**src/rtl/store_buffer_pkg.sv**
```systemverilog
// store_buffer_pkg
// Shared definitions for the posting store buffer.
//   sb_entry_t     : one buffered store {word address, data} at default widths
//   SB_DEPTH/AW/DW : default buffer depth, address width and data width
//   sb_ptr_width   : head/tail pointer width for a given depth
//   sb_cnt_width   : occupancy counter width (must be able to hold DEPTH itself)
package store_buffer_pkg;

  localparam int SB_DEPTH = 4;
  localparam int SB_AW    = 32;
  localparam int SB_DW    = 32;

  // Stores are word-only, so the two low address bits are never kept.
  typedef struct packed {
    logic [SB_AW-3:0] word;
    logic [SB_DW-1:0] data;
  } sb_entry_t;

  function automatic int sb_ptr_width(input int depth);
    return $clog2(depth);
  endfunction

  function automatic int sb_cnt_width(input int depth);
    return $clog2(depth) + 1;
  endfunction

endpackage

```
**src/rtl/sb_fifo.sv**
```systemverilog
// sb_fifo
// Circular storage for the store buffer: entry arrays, head/tail pointers and
// an occupancy count. The whole array is exposed so the parent can search it.
// Ports:
//   clk, reset   : core clock, asynchronous active-low reset
//   push         : write {push_word, push_data} at the tail (never when full)
//   pop          : retire the head entry (never when empty)
//   entry_word   : word address of every slot
//   entry_data   : data of every slot
//   entry_valid  : per-slot occupancy mask
//   head_ptr     : slot index of the oldest entry
//   count        : number of occupied slots, 0..DEPTH
module sb_fifo
  import store_buffer_pkg::*;
#(
  parameter int  DEPTH = SB_DEPTH,
  parameter int  AW    = SB_AW,
  parameter int  DW    = SB_DW,
  localparam int PW    = sb_ptr_width(DEPTH),
  localparam int CW    = sb_cnt_width(DEPTH)
) (
  input  logic                      clk,
  input  logic                      reset,
  input  logic                      push,
  input  logic [AW-3:0]             push_word,
  input  logic [DW-1:0]             push_data,
  input  logic                      pop,
  output logic [DEPTH-1:0][AW-3:0]  entry_word,
  output logic [DEPTH-1:0][DW-1:0]  entry_data,
  output logic [DEPTH-1:0]          entry_valid,
  output logic [PW-1:0]             head_ptr,
  output logic [CW-1:0]             count
);

  logic [PW-1:0] tail_ptr;

  // Pointer and count bookkeeping; pointers wrap naturally since DEPTH is a power of two.
  always_ff @(posedge clk or negedge reset) begin
    if (!reset) begin
      head_ptr <= '0;
      tail_ptr <= '0;
      count    <= '0;
    end else begin
      if (push) tail_ptr <= tail_ptr + PW'(1);
      if (pop)  head_ptr <= head_ptr + PW'(1);
      if (push && !pop)      count <= count + CW'(1);
      else if (pop && !push) count <= count - CW'(1);
    end
  end

  // Entry storage is deliberately left out of reset; occupancy is tracked by count.
  always_ff @(posedge clk) begin
    if (push) begin
      entry_word[tail_ptr] <= push_word;
      entry_data[tail_ptr] <= push_data;
    end
  end

  // A slot is live when its distance from the head is below the occupancy.
  always_comb begin
    for (int i = 0; i < DEPTH; i++) begin
      entry_valid[i] = {1'b0, PW'(i) - head_ptr} < count;
    end
  end

endmodule

```
**src/rtl/store_buffer.sv**
```systemverilog
// store_buffer
// Posting write buffer between the core's data port and a slower memory.
// Stores are captured in one cycle and retired through a valid/ready port;
// loads read memory combinationally with younger buffered stores forwarded.
// Configuration macro: STORE_BUFFER_FWD_EN
//   defined   : youngest matching entry is forwarded onto rdata, loads never stall
//   undefined : rdata = mem_rdata, and a load hitting any pending entry stalls
//               until the buffer has drained every matching entry
// Ports:
//   clk, reset            : core clock, asynchronous active-low reset
//   mem_write, mem_read   : core store / load request
//   addr, wdata           : byte address (bits [1:0] ignored) and store data
//   rdata                 : load data to the core
//   stall                 : core holds PC and suppresses writeback
//   sb_empty              : no pending stores
//   mem_raddr, mem_rdata  : combinational memory read port
//   wr_valid, wr_ready    : head entry handshake to memory
//   wr_addr, wr_data      : head entry address and data
module store_buffer
  import store_buffer_pkg::*;
#(
  parameter int DEPTH = SB_DEPTH,
  parameter int AW    = SB_AW,
  parameter int DW    = SB_DW
) (
  input  logic          clk,
  input  logic          reset,
  input  logic          mem_write,
  input  logic          mem_read,
  input  logic [AW-1:0] addr,
  input  logic [DW-1:0] wdata,
  output logic [DW-1:0] rdata,
  output logic          stall,
  output logic          sb_empty,
  output logic [AW-1:0] mem_raddr,
  input  logic [DW-1:0] mem_rdata,
  output logic          wr_valid,
  input  logic          wr_ready,
  output logic [AW-1:0] wr_addr,
  output logic [DW-1:0] wr_data
);

  localparam int PW = sb_ptr_width(DEPTH);
  localparam int CW = sb_cnt_width(DEPTH);

  logic [DEPTH-1:0][AW-3:0] entry_word;
  logic [DEPTH-1:0][DW-1:0] entry_data;
  logic [DEPTH-1:0]         entry_valid;
  logic [PW-1:0]            head_ptr;
  logic [CW-1:0]            count;
  logic [PW-1:0]            scan_idx;
  logic                     full;
  logic                     empty;
  logic                     push;
  logic                     pop;
  logic                     hit;
`ifdef STORE_BUFFER_FWD_EN
  logic [DW-1:0]            fwd_data;
`endif

  sb_fifo #(
    .DEPTH (DEPTH),
    .AW    (AW),
    .DW    (DW)
  ) u_fifo (
    .clk         (clk),
    .reset       (reset),
    .push        (push),
    .push_word   (addr[AW-1:2]),
    .push_data   (wdata),
    .pop         (pop),
    .entry_word  (entry_word),
    .entry_data  (entry_data),
    .entry_valid (entry_valid),
    .head_ptr    (head_ptr),
    .count       (count)
  );

  assign mem_raddr = addr;
  assign full      = (count == CW'(DEPTH));
  assign empty     = (count == '0);
  assign wr_valid  = !empty;
  assign sb_empty  = empty;
  assign wr_addr   = {entry_word[head_ptr], 2'b00};
  assign wr_data   = entry_data[head_ptr];
  assign push      = mem_write && !stall;
  assign pop       = wr_valid && wr_ready;

  // Scan oldest to youngest so the last hit is the youngest match. A head
  // entry being popped this cycle is still valid here and still counts.
  always_comb begin
    hit      = 1'b0;
    scan_idx = '0;
`ifdef STORE_BUFFER_FWD_EN
    fwd_data = '0;
`endif
    for (int i = 0; i < DEPTH; i++) begin
      scan_idx = head_ptr + PW'(i);
      if (entry_valid[scan_idx] && (entry_word[scan_idx] == addr[AW-1:2])) begin
        hit = 1'b1;
`ifdef STORE_BUFFER_FWD_EN
        fwd_data = entry_data[scan_idx];
`endif
      end
    end
  end

  // Full blocks a store even if the head retires this cycle (no full bypass).
  // Without forwarding, a load that hits pending data waits for it to drain.
  always_comb begin
`ifdef STORE_BUFFER_FWD_EN
    stall = mem_write && full;
    rdata = (mem_read && hit) ? fwd_data : mem_rdata;
`else
    stall = (mem_write && full) || (mem_read && !mem_write && hit);
    rdata = mem_rdata;
`endif
  end

  // A load and a store together is a core bug; the store is the one taken.
  a_no_load_store: assert property (@(posedge clk) disable iff (!reset)
    !(mem_read && mem_write));

endmodule
```
**config.mk**
```make
export PLATFORM = sky130hd
export DESIGN_NAME = store_buffer
export DESIGN_NICKNAME = d
export VERILOG_FILES = /design/src/rtl/store_buffer_pkg.sv /design/src/rtl/sb_fifo.sv /design/src/rtl/store_buffer.sv
export SDC_FILE = /design/constraint.sdc
export NUM_CORES = 1
export LEC_CHECK = 0
export BUFFER_PORTS_ARGS = -buffer_cell sky130_fd_sc_hd__buf_2
export CAP_MARGIN = 20
export CELL_PAD_IN_SITES_DETAIL_PLACEMENT = 0
export CELL_PAD_IN_SITES_GLOBAL_PLACEMENT = 2
export CORE_MARGIN = 2
export CORE_UTILIZATION = 40
export DETAILED_ROUTE_END_ITERATION = 8
export GPL_TIMING_DRIVEN = 0
export PLACE_DENSITY = 0.88
export SYNTH_ARGS = -nofsm -noshare
export SYNTH_HDL_FRONTEND = slang
export SYNTH_SLANG_ARGS = --single-unit
```
**constraint.sdc**
```tcl
create_clock -name clk -period 8.44 [get_ports clk]
set_input_delay 0.422 -clock clk [delete_from_list [all_inputs] [get_ports clk]]
set_output_delay 0.422 -clock clk [all_outputs]
set_load 0.01 [all_outputs]
```
==> results.env, run 1 <==
SYNTH_TOP_CELLS_BY_AREA='edfxtp_1, mux4_2, mux2i_1, xnor2_1, buf_4'
FIN_NETS=1169
YOSYS_WARNINGS=0
RRSETUPSLACK_NS=6.01
MAX_CLOCK_FREQ_MHz=224
SYN_INST=827
IO-PIN-COUNT=232
FINALINSTANCEAREA_MM2=0.0163
FILLERS=2860
GRT_MAX_DEGREE=51
MET2_LAYER_WIRE_LENGTH_IN_THE_ROUTED_DESIGN_UM=17400
SYNTH_ENABLE_FLOP_CELLS=248
ANTENNA_CELLS=0
WORST_PIN_SLEW_NS=0.660
INITIAL_UTIL_PCT=40.8
SYNTH.AVG_CELL_AREA_UM2=16.6
MOSTFREQUENTLAYOUTCELL='edfxtp_1'
CLOCK_LATENCY_NS=0.55
SYNTH_TOP_CELL_BY_AREA='edfxtp_1'
CRIT_TOP_CELL='buf_2'
COUNT_OF_CELL_TYPES_IN_THE_NETLIST=51
VIAS=8409
SYNTH-ASYNC-RESET-RATIO_PCT=2.75
ROUTED_WIRE_LENGTH_PER_INSTANCE_UM=24.0
MAX_CAP_VIOLATIONS=0
DR.PASS1.ITERS=7
ANTENNA_VIOLATING_NETS_POST_ROUTE=0
TOTAL_NEG_SETUP_SLACK_NS=0
FIN_CRIT_SH_PCT=52.8
CRIT_SLOWEST_CELL='dfrtp_1'
POWER_PER_CELL_AREA_mW_PER_MM2=370
HTREEDEPTH=1
CTS.REPORTEDPATHS.CLKPINSLEW_NS=0.06
STATUS='complete, no violations'
MAX-SLEW-MARGIN-REL_PCT=55.9
ARRIVAL_NS=4.03
DRT_DRC_VIOLATIONS_LEFT=0
MULTI_INPUT_COMB_AREA_MM2=0.00524
LAYOUT-AREA-OVERHEAD-VS-SYNTH_PCT=19.1
DIEAREA_MM2=0.0358
STATIC-LEAKAGE-POWER_nW=5.95
ANTENNA_FOUND_INITIAL=1
FIN_WORST_SKEW_NS=0.0212
GLOBAL_ROUTE_WIRE_LENGTH_BEFORE_REPAIR_UM=54200
CLOCK_SINK_COUNT=255
FLOORPLAN.DIE.WIDTH_UM=189
SETUP.WORST_PATH.CLASS='flop to primary output'
TRITONCTS='built'
NUMBER_OF_GLOBAL_ROUTE_VIAS_BEFORE_REPAIR=8484
GRT_OVERFLOW_TOTAL=0
SEQCELLAREA_MM2=0.00762
PLACE.GP.CONGESTION=0.862
YS.FLOP_TYPE='edfxtp_1'
LAYOUT_COMMON_CELLS='edfxtp_1, buf_2, mux4_2'
FINAL_PERIOD_MINUS_WORST_SETUP_SLACK_NS=4.46
MAX-VDD-IR-DROP_uV=211
CRIT_PATH_END_KIND='primary output'
TIMING.CRITICAL_PATH.SLOWEST_CELL_DELAY_NS=0.40
DRT_TOTAL_WL_UM=36700
SYNTH.TOP_CELL.AREA_SHARE_PCT=54.3
SLEW_VIOL_FINAL=0
PORTBUFFERS=195
CRITICAL_PATH.CELL_CHAIN='buf_6 -> buf_6 -> buf_2 -> buf_2 -> inv_1 -> ha_1 -> nor3b_1 -> a211oi_1 -> nor2_1 -> o2111ai_1 -> nor4_2 -> a31oi_1 -> nand3_1 -> buf_2'
DRT-INITIAL-DRC-COUNT=672
STD_CELL_ROWS=67
SYNTH-SEQ-CELLS=255
DRIVE_ABOVE_1_SHARE_PCT=42.5
PATH_MAX_FANOUT=10
ROUTE.DETAILED.VIAS_PER_INST=5.50
CRITICAL_PATH_REQUIRED_NS=8.02
PLACE_AREA_MM2=0.0154
YOSYSSEQAREASHARE_PCT=55.6
DIE_HEIGHT_UM=189
CRITPATHLAUNCHTYPE='flop'
TIMING.FINAL.SETUP_VIOLATIONS=0
HP-CLASS='input port to flop'
FP.COREAREA_MM2=0.0336
ROUTED-WL-MET3_UM=3840
GRT.TOTAL_USAGE_PCT=20.4
DP_HPWL_UM=25600
ROUTED.TOP_LAYER='met5'
CTS_BUFFER_DEPTH=3
CTSROOTBUFFERMASTER='clkbuf_16'
NETLIST_AREA_MM2=0.0137
RSZ0062_AT_GRT='false'
WIRELENGTH_MET1_UM=14600
FINAL_REPORT_HOLD_VIOLATION_COUNT=0
NUMBER_OF_CLOCK_BUFFERS_INSERTED_BY_TRITONCTS=28
==> cell usage after synthesis (3+ instances only) <==
library cell / n
o21ai_0: 4
o2111ai_1: 4
inv_1: 8
and2_1: 4
buf_1: 3
xor2_1: 31
nor4_1: 7
nor2_1: 12
mux2i_1: 93
buf_4: 76
mux4_2: 103
dfrtp_1: 7
buf_2: 14
o22ai_1: 5
a211oi_1: 3
buf_6: 9
nor3_1: 7
nand3_1: 5
xnor2_1: 95
a22o_1: 3
nand4_1: 18
a21oi_1: 3
nand2_1: 6
ha_1: 9
clkbuf_1: 16
edfxtp_1: 248
o221ai_1: 3
nor4_2: 5
==> stage by stage <==
stage | setup WS, ns | power [mW] | hold slack, ns | utilization [%] | cells
2_1_floorplan | 5.51 | 3.83 | 0.126 | - | 828
4_1_cts | 3.96 | 6.08 | 0.0662 | 48.6 | 1528
3_5_place_dp | 4.54 | 4.82 | 0.267 | 45.7 | 1475
5_1_grt | 3.80 | 6.35 | 0.0722 | 48.6 | 1528
3_3_place_gp | 3.97 | 4.80 | 0.271 | 45.4 | 1471
6_report | 3.98 | 6.04 | 0.0842 | 48.6 | 1528
==> repair_timing <==
action | CTS | global route
setup endpoints to repair | 0 | 0
gates resized for setup | 0 | 0
hold buffers | 1 | 0
endpoints found under the hold margin | 7 | 0
buffers inserted | 0 | 0
==> per-layer routing <==
layer / GRT usage (%) / vias up
met3: 5.32 / 61
met5: 0 / -
met1: 27.6 / 4216
met4: 4.96 / 2
met2: 33.1 / 452
li1: - / 3678
==> final timing paths <==
kind / from / to / cells after the start
worst max-delay path: u_fifo.head_ptr[1] / stall / 14
worst min-delay path: wdata[5] / u_fifo.entry_data[37] / 1
worst max register to register: u_fifo.count[2] / u_fifo.entry_word[70] / 4
worst min register to register: u_fifo.count[1] / u_fifo.count[1] / 1
max in group asynchronous: reset / u_fifo.count[2] / 2
min in group asynchronous: reset / u_fifo.tail_ptr[1] / 2
==> critical path: cells and delay by family (launching register included) <==
kind	cells	cell delay (ns)
buf+inv	6	1.41
flops	1	0.40
simple gates	4	0.52
compound gates	3	0.81
fa+ha+maj	1	0.36
==> power by group <==
group / switching, mW / internal (mW) / leakage [nW] / total, mW
clock: 0.500 / 0.751 / 0.444 / 1.25
combinational: 1.68 / 1.32 / 3.15 / 3.01
sequential: 0.109 / 1.68 / 2.35 / 1.78
total: 2.29 / 3.75 / 5.95 / 6.04
==> kinds of logic (layout without fill, tap and decap cells) <==
group | count (synthesis) | count (layout) | share of synthesized area (%)
compound gates | 39 | 39 | 2.20
xor+xnor | 126 | 126 | 8.04
fa+ha+maj | 10 | 10 | 0.967
buf+inv | 129 | 381 | 6.36
flops | 255 | 255 | 55.6
mux | 199 | 199 | 24.0
other cells | 1 | 2 | 0.0273
simple gates | 68 | 68 | 2.90
==> layout make-up <==
cell class	instances	area share, %
Tap cell	448	3.43
Multi-Input combinational cell	444	32.1
Clock inverter	19	1.32
Clock buffer	33	4.53
Timing Repair Buffer	200	6.66
Buffer	120	5.13
Sequential cell	255	46.6
Inverter	9	0.207
==> sequential cells by signal (all words and copies together) (netlist names) <==
| name | cells |
|---|---|
| u_fifo.count | 3 |
| u_fifo.entry_data | 128 |
| u_fifo.entry_word | 120 |
| u_fifo.head_ptr | 2 |
| u_fifo.tail_ptr | 2 |
(Power assumes the default switching activity.)
==> run 2: changes to the inputs <==
--- a/config.mk
+++ b/config.mk
@@ -10,10 +10,10 @@
 export CELL_PAD_IN_SITES_DETAIL_PLACEMENT = 0
 export CELL_PAD_IN_SITES_GLOBAL_PLACEMENT = 2
 export CORE_MARGIN = 2
-export CORE_UTILIZATION = 40
+export CORE_UTILIZATION = 37
 export DETAILED_ROUTE_END_ITERATION = 8
 export GPL_TIMING_DRIVEN = 0
-export PLACE_DENSITY = 0.88
+export PLACE_DENSITY = 0.86
 export SYNTH_ARGS = -nofsm -noshare
 export SYNTH_HDL_FRONTEND = slang
 export SYNTH_SLANG_ARGS = --single-unit
==> constraint.sdc (replaced) <==
create_clock -name clk -period 4 [get_ports clk]
set_input_delay 0.2 -clock clk [delete_from_list [all_inputs] [get_ports clk]]
set_output_delay 0.2 -clock clk [all_outputs]
set_load 0.01 [all_outputs]
==> run 2 against run 1 <==
Utilization shrank 2.0 points. Non-clock buffer count grew 55. Clock power grew 120%. Highest routed layer is now met4.
==> results.env, run 2 (same netlist as run 1, synthesis figures left out) <==
LAYOUT-AREA-OVERHEAD-VS-SYNTH_PCT=23.9
CTS.REPORTEDPATHS.CLKPINSLEW_NS=0.07
DIE_HEIGHT_UM=197
PORTBUFFERS=195
GRT_MAX_DEGREE=49
WORST_PIN_SLEW_NS=0.733
DRT_TOTAL_WL_UM=38200
INTPOWER_mW=8.11
DPL.CELL_COUNT=1495
WORST_PATH_DOMINANT_CELL_FAMILY='buffers and inverters'
GRT_OVERFLOW_TOTAL=0
INITIAL_UTIL_PCT=37.6
STD_CELL_ROWS=70
IO-PIN-COUNT=232
FINAL_REPORT_HOLD_VIOLATION_COUNT=0
ARRIVAL_NS=3.65
PLACE.GP.CONGESTION=0.841
MOSTFREQUENTLAYOUTCELL='edfxtp_1'
FLOORPLAN.DIE.WIDTH_UM=197
LAYOUT_COMMON_CELLS='edfxtp_1, buf_2, mux4_2'
POWER_FRAC_CLOCK_PCT=21.3
ROUTE.DETAILED.VIAS_PER_INST=5.40
CLOCK_SINK_COUNT=255
GRT.TOTAL_USAGE_PCT=19.4
CRITICAL_PATH.CELL_CHAIN='buf_6 -> buf_6 -> buf_6 -> buf_6 -> inv_1 -> ha_1 -> nor3_1 -> a211oi_1 -> nor2_1 -> o2111ai_1 -> nor4_2 -> a31oi_1 -> nand3_1 -> buf_2'
DR.PASS1.ITERS=5
CRITICAL_PATH.N_BUFFERS_INVERTERS=6
HTREEDEPTH=1
TRITONCTS='built'
FILLERS=3183
NUMBER_OF_GLOBAL_ROUTE_VIAS_BEFORE_REPAIR=8638
HP-CLASS='input port to flop'
MAX_CLOCK_FREQ_MHz=260
SEQCELLAREA_MM2=0.00762
SETUP.WORST_PATH.CLASS='flop to primary output'
DRT-INITIAL-DRC-COUNT=668
STATUS='complete, no violations'
COMB_POWER_SHARE_PCT=49.8
CRITICAL_PATH_REQUIRED_NS=3.80
ANTENNA_FOUND_INITIAL=1
FP.COREAREA_MM2=0.0365
FLIP_FLOP_COUNT_OF_THE_LARGEST_REGISTER_AFTER_LAYOUT=128
RRSETUPSLACK_NS=1.52
CRIT_TOP_CELL='buf_6'
CTS_BUFFER_DEPTH=3
DIEAREA_MM2=0.0386
STATIC-LEAKAGE-POWER_nW=6.23
FIN_WORST_SKEW_NS=0.00921
ROUTED_WIRE_LENGTH_PER_INSTANCE_UM=23.8
CRIT_SLOWEST_CELL='dfrtp_1'
MAX_CAP_VIOLATIONS=0
GLOBAL_ROUTE_WIRE_LENGTH_BEFORE_REPAIR_UM=55300
FIN_CRIT_SH_PCT=96.3
TIMING.CRITICAL_PATH.SLOWEST_CELL_DELAY_NS=0.39
TIMING.FINAL.SETUP_VIOLATIONS=0
FIN_NETS=1224
FINAL_PERIOD_MINUS_WORST_SETUP_SLACK_NS=3.85
VIAS=8652
SW_FRAC_OF_TOTAL_PCT=37.7
ANTENNA_VIOLATING_NETS_POST_ROUTE=0
MAX-SLEW-MARGIN-REL_PCT=51.1
CTSROOTBUFFERMASTER='clkbuf_16'
PATH_MAX_FANOUT=10
SLEW_VIOL_FINAL=0
MULTI_INPUT_COMB_AREA_MM2=0.00527
DRIVE_ABOVE_1_SHARE_PCT=41.0
REGMOSTFLOPS='u_fifo.entry_data'
CRIT_PATH_END_KIND='primary output'
MAX-VDD-IR-DROP_uV=473
POWER.SEQUENTIAL.FRACTION_PCT=28.9
POWER_PER_CELL_AREA_mW_PER_MM2=766
CLOCK_LATENCY_NS=0.54
NETSWITCHINGPOWER_mW=4.91
POST-ROUTE-UTIL_PCT=46.6
DRT_DRC_VIOLATIONS_LEFT=0
DP_HPWL_UM=26000
NUMBER_OF_CLOCK_BUFFERS_INSERTED_BY_TRITONCTS=28
CRITPATHLAUNCHTYPE='flop'
LARGESTREGISTERS='u_fifo.entry_data: 128 flops, u_fifo.entry_word: 120 flops, u_fifo.count: 3 flops'
FINALNONFILLERCELLS=1603
-- run 2: cell types whose count changed in the layout (fill, tap and decap cells not counted), sizes merged --
cell / delta
bufinv: +2
clkinvlp: -3
diode: +1
dlygate4sd3: +55
clkbuf: +3
clkinv: -2
buf: -1
-- run 2: through the flow --
step / setup slack [ns] / hold slack [ns] / setup TNS (ns) / power, mW / cell area, um2
floorplan: 1.18 / -0.0956 / 0 / 8.08 / 13700
global placement: -0.534 / 0.0446 / -122.96 / 10.2 / 15300
detailed placement: 0.239 / 0.0444 / 0 / 10.2 / 15400
CTS: 0.00884 / 0.00175 / 0 / 13.1 / 17000
global route: -0.00927 / 0.0133 / -0.00927 / 13.6 / 17000
finish: 0.147 / 0.00471 / 0 / 13.0 / 17000
-- run 2: what timing repair did --
action | 4_1_cts | 5_1_grt
hold endpoints to repair | 225 | 0
setup endpoints to repair | 1 | 1
setup buffers | 0 | 0
hold buffers | 56 | 0
gates resized for setup | 4 | 6
-- run 2: worst paths after layout --
check                                   start                     to  cells past startpoint
max                        u_fifo.head_ptr[1]                  stall                     14
min                                  addr[20]  u_fifo.entry_word[18]                      1
max reg2reg                   u_fifo.count[2]  u_fifo.entry_data[35]                      4
min reg2reg                   u_fifo.count[0]        u_fifo.count[0]                      1
max in group asynchronous               reset        u_fifo.count[0]                      2
min in group asynchronous               reset        u_fifo.count[2]                      2
-- run 2: layout make-up --
type | instances | share of cell area [%]
Sequential cell | 255 | 44.8
Multi-Input combinational cell | 444 | 31.0
Timing Repair Buffer | 255 | 9.68
Buffer | 120 | 5.02
Clock buffer | 35 | 4.40
Tap cell | 468 | 3.44
Clock inverter | 16 | 1.41
Inverter | 9 | 0.199
Antenna cell | 1 | 0.0147
-- run 2: routing by layer --
layer	global-route usage, %	wire, um
met3	3.94	3270
met1	26.2	16000
met5	0	0
met4	3.45	620
met2	32.9	18300
-- run 2: power groups by stage --
stage	logic [mW]	registers (mW)	clock network [mW]
after floorplan	4.32	3.76	0
after global placement	6.31	3.85	0
after detailed placement	6.40	3.81	0
after CTS	6.50	3.76	2.81
after global routing	6.91	3.81	2.92
final	6.49	3.76	2.77
